[src/rtl/mem_lut_pkg.sv]
// Shared defaults, FSM state type and reset contents for the reverse address LUT.
// The table reset image is the power-on address map also used by the forward LUT.
package mem_lut_pkg;

   localparam int unsigned DEF_DEPTH = 32;
   localparam int unsigned DEF_AW    = 5;
   localparam int unsigned DEF_DW    = 8;

   typedef enum logic [1:0] {
      IDLE,
      SEARCH,
      RESP
   } state_t;

   function automatic logic [DEF_DW-1:0] default_entry(input int unsigned idx);
      if (idx <= 16)
         return DEF_DW'(60 + idx);
      else if (idx == 31)
         return DEF_DW'(32);
      else
         return '0;
   endfunction

endpackage

[src/rtl/mem_lut_table.sv]
// Writable lookup table storage: synchronous write port, combinational read port,
// asynchronous reset reloading the default address map.
module mem_lut_table
   import mem_lut_pkg::*;
#(
   parameter int unsigned DEPTH = DEF_DEPTH,
   parameter int unsigned AW    = DEF_AW,
   parameter int unsigned DW    = DEF_DW
) (
   input  logic          clk,
   input  logic          reset,
   input  logic          wr_en,
   input  logic [AW-1:0] wr_addr,
   input  logic [DW-1:0] wr_data,
   input  logic [AW-1:0] rd_addr,
   output logic [DW-1:0] rd_data
);

   logic [DW-1:0] mem [DEPTH];

   always_ff @(posedge clk or posedge reset) begin
      if (reset) begin
         for (int unsigned i = 0; i < DEPTH; i++)
            mem[i] <= DW'(default_entry(i));
      end else if (wr_en) begin
         mem[wr_addr] <= wr_data;
      end
   end

   // Read returns the pre-edge contents, so a same-cycle write is not seen.
   always_comb rd_data = mem[rd_addr];

endmodule

[src/rtl/mem_lut_rlookup.sv]
// Reverse lookup: sequentially searches the table for a key and reports the
// lowest matching index (or a miss) through a valid/ready response.
module mem_lut_rlookup
   import mem_lut_pkg::*;
#(
   parameter int unsigned DEPTH = DEF_DEPTH,
   parameter int unsigned AW    = DEF_AW,
   parameter int unsigned DW    = DEF_DW
) (
   input  logic          clk,
   input  logic          reset,
   input  logic          wr_en,
   input  logic [AW-1:0] wr_addr,
   input  logic [DW-1:0] wr_data,
   input  logic          req_valid,
   output logic          req_ready,
   input  logic [DW-1:0] req_value,
   output logic          rsp_valid,
   input  logic          rsp_ready,
   output logic          rsp_hit,
   output logic [AW-1:0] rsp_index
);

   state_t        state;
   logic [DW-1:0] key;
   logic [AW-1:0] idx;
   logic [DW-1:0] entry;

   mem_lut_table #(
      .DEPTH (DEPTH),
      .AW    (AW),
      .DW    (DW)
   ) u_table (
      .clk     (clk),
      .reset   (reset),
      .wr_en   (wr_en),
      .wr_addr (wr_addr),
      .wr_data (wr_data),
      .rd_addr (idx),
      .rd_data (entry)
   );

   always_comb req_ready = (state == IDLE);

   always_ff @(posedge clk or posedge reset) begin
      if (reset) begin
         state     <= IDLE;
         key       <= '0;
         idx       <= '0;
         rsp_valid <= 1'b0;
         rsp_hit   <= 1'b0;
         rsp_index <= '0;
      end else begin
         case (state)
            IDLE: begin
               if (req_valid) begin
                  key   <= req_value;
                  idx   <= '0;
                  state <= SEARCH;
               end
            end
            SEARCH: begin
               // Ascending scan: the first match is the lowest index.
               if (entry == key) begin
                  rsp_hit   <= 1'b1;
                  rsp_index <= idx;
                  rsp_valid <= 1'b1;
                  state     <= RESP;
               end else if (idx == AW'(DEPTH - 1)) begin
                  rsp_hit   <= 1'b0;
                  rsp_index <= '0;
                  rsp_valid <= 1'b1;
                  state     <= RESP;
               end else begin
                  idx <= idx + 1'b1;
               end
            end
            RESP: begin
               if (rsp_ready) begin
                  rsp_valid <= 1'b0;
                  state     <= IDLE;
               end
            end
            default: state <= IDLE;
         endcase
      end
   end

endmodule

[config.mk]
export PLATFORM = sky130hd
export DESIGN_NAME = mem_lut_rlookup
export DESIGN_NICKNAME = d
export VERILOG_FILES = /design/src/rtl/mem_lut_pkg.sv /design/src/rtl/mem_lut_table.sv /design/src/rtl/mem_lut_rlookup.sv
export SDC_FILE = /design/constraint.sdc
export NUM_CORES = 1
export LEC_CHECK = 0
export CORE_ASPECT_RATIO = 1.5
export CORE_MARGIN = 2
export CORE_UTILIZATION = 40
export DETAILED_ROUTE_END_ITERATION = 10
export REMOVE_ABC_BUFFERS = 1
export SLEW_MARGIN = 20
export SYNTH_ARGS = -nofsm -noshare
export SYNTH_HDL_FRONTEND = slang
export SYNTH_HIERARCHICAL = 1
export SYNTH_SLANG_ARGS = --single-unit
export TNS_END_PERCENT = 30
[constraint.sdc]
create_clock -name clk -period 8.8 [get_ports clk]
set_input_delay 2.2 -clock clk [delete_from_list [all_inputs] [get_ports clk]]
set_output_delay 2.2 -clock clk [all_outputs]
set_load 0.01 [all_outputs]
==> impl.org <==
** Routing
- The first detailed-routing pass took 4 iterations.
- Total met3 wirelength after detailed routing :: 867 um
- After detailed routing, the average wire length per cell comes to 22.64 um.
- Wire length on met2 :: 14,680 um
- In the routed design, unresolved DRC markers number 0.
- Detailed routing inserted a total of 6,883 vias.
- Using the TritonRoute via totals, the vias-per-cell ratio works out to 5.463.
- Wires add up to 28,530 um.
- In the final routing, the length of wire on met1 measures ~12,000 um.
- First-iteration detailed-routing DRC count :: 386
- Signal routing reaches up to met4.
- Antenna viol nets, final :: 0

** Clocking
- CTS sink cnt :: 278
- No sink is reached through more buffers than the 3 on the longest clock path.
- Counting the buffers created by CTS gives 27.
- Post-CTS timing repair inserted 0 buffers for setup.
- Clock Latency Late Sink :: 0.55 ns
- Maximum level of the CTS H-tree :: 1
- Clock tree from TritonCTS :: built
- Clock root buffer :: sky130_fd_sc_hd__clkbuf_16
- In this run, post-CTS hold repair placed 0 buffers.
- Clock-pin slew was measured on the worst setup and hold paths at 0.07 ns.
- Cells resized by post-CTS repair :: 0

** Cells and area
- 0 antenna diodes ended up in the layout.
- Area Overhead vs Synth :: 12.39%
- Leaving out fill and tap cells, the most frequent cells in the layout are 272 x sky130_fd_sc_hd__mux2_2, 220 x sky130_fd_sc_hd__dfrtp_1, 80 x sky130_fd_sc_hd__mux4_2.
- Fraction of layout cells with a size suffix above 1 :: a little under three fifths
- After routing the design area is 14,480 um^2.
- For this run, the share of the core covered by cells in the final layout is between 40% and 50%.
- For this run, the number of standard cells in the final layout without fillers is about 1,300.
- Most common cell after layout, fill and taps aside :: sky130_fd_sc_hd__mux2_2
- Final net count :: 857

** Global route
- Global-route wire length before repair :: 45,170 um
- Initial antenna violation count :: 1
- Number of global-route vias before repair :: 7,365
- Entering global routing, the biggest net connects 196 pins.
- Sum of overflow across all layers after global routing :: 0
- Aggregate global-route resource usage :: 17.73%

** STA
- Worst setup skew after layout :: approximately 0.025 ns
- At the pin with the least slew margin, the transition time is 1.009 ns.
- Max-Slew Margin vs Limit :: 32.72%
- Worst setup margin :: 4.470 ns
- The number of max-slew violations in the final report is 0.
- The final-report hold violation count was 0.
- Hold_ws :: 0.5014 ns
- Dividing the final minimum period by the clock period gives 49.21%.
- Post-layout min period :: 4.330 ns
- Setup total negative slack on the finished layout was measured at 0 ns.
- Peak clock frequency supported by timing :: 230.9 MHz
- Final setup violation count :: 0
- Setup repair after global routing missed its margin :: no

** Floorplanning
- I/O Pins :: 34
- Initial standard-cell utilization of the core :: 40.62%
- Die area :: 33,700 um^2
- Row generation in the floorplan step produced 80 rows.
- The floorplan step set the die width to 150.6 um.
- Placeable core area :: around 32,000 um^2
- The floorplan step set the die height to 223.8 um.

** Synthesis
- Yosys attributes the largest share of cell area to sky130_fd_sc_hd__dfrtp_1 43%, sky130_fd_sc_hd__mux2_2 24%, sky130_fd_sc_hd__mux4_2 14%.
- Dividing the synthesized area by the synthesized cell count gives 15.91 um^2.
- For this run, the leading register cell type out of synthesis is sky130_fd_sc_hd__dfrtp_1.
- After synthesis, the largest area contributor takes up 43.11% of total cell area.
- Post-synthesis cell type count :: 37
- Counting flops with an async set or reset pin after synthesis yields a share of 100.0%.
- Summed over all instances, the cell type with the most area after synthesis is sky130_fd_sc_hd__dfrtp_1.
- Counting flops and latches in the post-synthesis netlist gives 278.
- Summing the sequential cell areas from Yosys gives 54.52% of the chip area.
- Count of yosys warnings during synthesis :: 6
- Number of cells produced by synthesis :: 810
- Post-synth EDFFs :: 0
- After synthesis the cells add up to 12,890 um^2.

** Worst setup path
- Across all register-to-register paths, the minimum setup slack is 4.47 ns.
- The worst register-to-register path ends at idx[1].
- Series of cell instances along the critical path :: buf_4 > mux4_2 > mux4_2 > mux2_2 > xnor2_1 > nand4_1 > o21ai_2 > mux2i_1
- Startpoint-to-endpoint class of the critical path :: register to register
- Critical Path Most Common Cell :: sky130_fd_sc_hd__mux4_2
- Data on the critical path is required at its endpoint by 9.27 ns.
- Along the worst path, the maximum fanout reaches 36.
- At the worst endpoint, the arrival time is 4.80 ns.
- STA classifies the critical path endpoint as a register.
- Origin of the critical flop-to-flop path :: idx[1]
- Setup crit start kind :: register
- On the critical path, the stage with the largest delay is an instance of sky130_fd_sc_hd__dfrtp_4.
- Worst Reg2Reg Path Length in Cells :: 8
- The number of buffers and inverters on the critical path is 1.
- Slowest cell delay on critical path :: 0.90 ns
- CP top delay family :: multiplexers

** Placement
- After detailed placement, the total cell area comes to 13,580 um^2.
- Routability-driven placement finished with a final weighted congestion of 0.7700.
- Post-place setup slack :: 4.341 ns
- Buffers added on ports :: 33
- The HPWL after detailed placement is roughly 19,000 um.
- # placed instances :: 1,209

** Hold path
- The path with the worst hold slack has its endpoint at u_table/mem[132].
- Along the worst hold path, the cell count comes to 1.
- Path type of the worst min-delay path :: register to register
- Startpoint of the worst hold path :: u_table/mem[132]

** Power
- In this run the power density over the cells is just under 300 nW/um^2.
- Reported leakage power :: 6.037 nW
- The worst-case IR drop observed on VDD is 0.1499 mV.
- The completed layout was analyzed and its total power is approximately 4.3 mW.

** Job
- Number of max-cap violations :: 0

** Outcome
- The flow ran to the end, and the final reports show no timing, DRC or antenna violations.
## routing by layer
layer	GRT usage, %	up-vias
met1	23.08	3692
met2	30.25	95
li1	-	3061
met3	2.342	35
met5	0	-
met4	6.391	0
## sequential cells by signal, summed over array words and instances (netlist names)
register and flops:
idx 5, key 8, rsp_hit 1, rsp_index 5, rsp_valid 1, state 2
u_table/mem 256
## synthesized netlist by cell type (4+ instances only)
library cell	instances
sky130_fd_sc_hd__mux2_2	272
sky130_fd_sc_hd__dfrtp_1	222
sky130_fd_sc_hd__mux4_2	80
sky130_fd_sc_hd__dfstp_2	56
sky130_fd_sc_hd__clkbuf_1	35
sky130_fd_sc_hd__nand2_1	29
sky130_fd_sc_hd__nor2_1	14
sky130_fd_sc_hd__buf_2	10
sky130_fd_sc_hd__nand3_1	8
sky130_fd_sc_hd__o21ai_0	8
sky130_fd_sc_hd__xnor2_1	8
sky130_fd_sc_hd__nand4_1	7
sky130_fd_sc_hd__inv_1	6
sky130_fd_sc_hd__nor2b_1	6
sky130_fd_sc_hd__buf_4	5
sky130_fd_sc_hd__nand3b_1	5
sky130_fd_sc_hd__nor3b_1	5
sky130_fd_sc_hd__nor2_2	4
## worst max path at each step
| stage | from | endpoint | slack (ns) | cells after the start |
|---|---|---|---|---|
| floorplan | reset | u_table/mem[0] | -0.35 | 1 |
| global placement | wr_addr[2] | u_table/mem[213] | 4.35 | 4 |
| detailed placement | wr_addr[2] | u_table/mem[212] | 4.34 | 4 |
| CTS | idx[1] | idx[1] | 4.37 | 8 |
| global route | idx[1] | idx[1] | 4.12 | 8 |
| finish | idx[1] | idx[1] | 4.47 | 8 |
## worst register-to-register path: stages (launching register included)
cell and delay (ns):
sky130_fd_sc_hd__dfrtp_4 0.90, sky130_fd_sc_hd__buf_4 0.69, sky130_fd_sc_hd__mux4_2 0.70, sky130_fd_sc_hd__mux4_2 0.51, sky130_fd_sc_hd__mux2_2 0.29, sky130_fd_sc_hd__xnor2_1 0.19, sky130_fd_sc_hd__nand4_1 0.36, sky130_fd_sc_hd__o21ai_2 0.38
sky130_fd_sc_hd__mux2i_1 0.22
## final cells by class
cell class                      count  area, um^2
Sequential cell                   278        7034
Clock inverter                      7       43.79
Timing Repair Buffer               45       447.9
Multi-Input combinational cell    471        5578
Fill cell                        2775       17250
Clock buffer                       43       837.1
Inverter                            6       30.03
Tap cell                          410       513.0
## cells by family (layout without fill, tap and decap cells)
group | after synthesis | count (layout) | share of synthesized area, %
and+or+nand+nor | 88 | 88 | 3.563
DFF | 278 | 278 | 54.52
xor gates and xnor gates | 8 | 8 | 0.5437
AOI/OAI and AO/OA | 18 | 18 | 1.000
buffers and inverters | 61 | 101 | 2.194
adders and majority gates | 2 | 2 | 0.1941
muxes | 355 | 355 | 37.98
## power by group
| group | leakage, nW | internal, mW | total [mW] | switching [mW] |
|---|---|---|---|---|
| Combinational | 2.22 | 0.748 | 1.31 | 0.559 |
| Clock | 0.431 | 0.652 | 1.14 | 0.488 |
| Sequential | 3.39 | 1.59 | 1.84 | 0.256 |
Note: power is estimated with default switching activity, not from simulation.
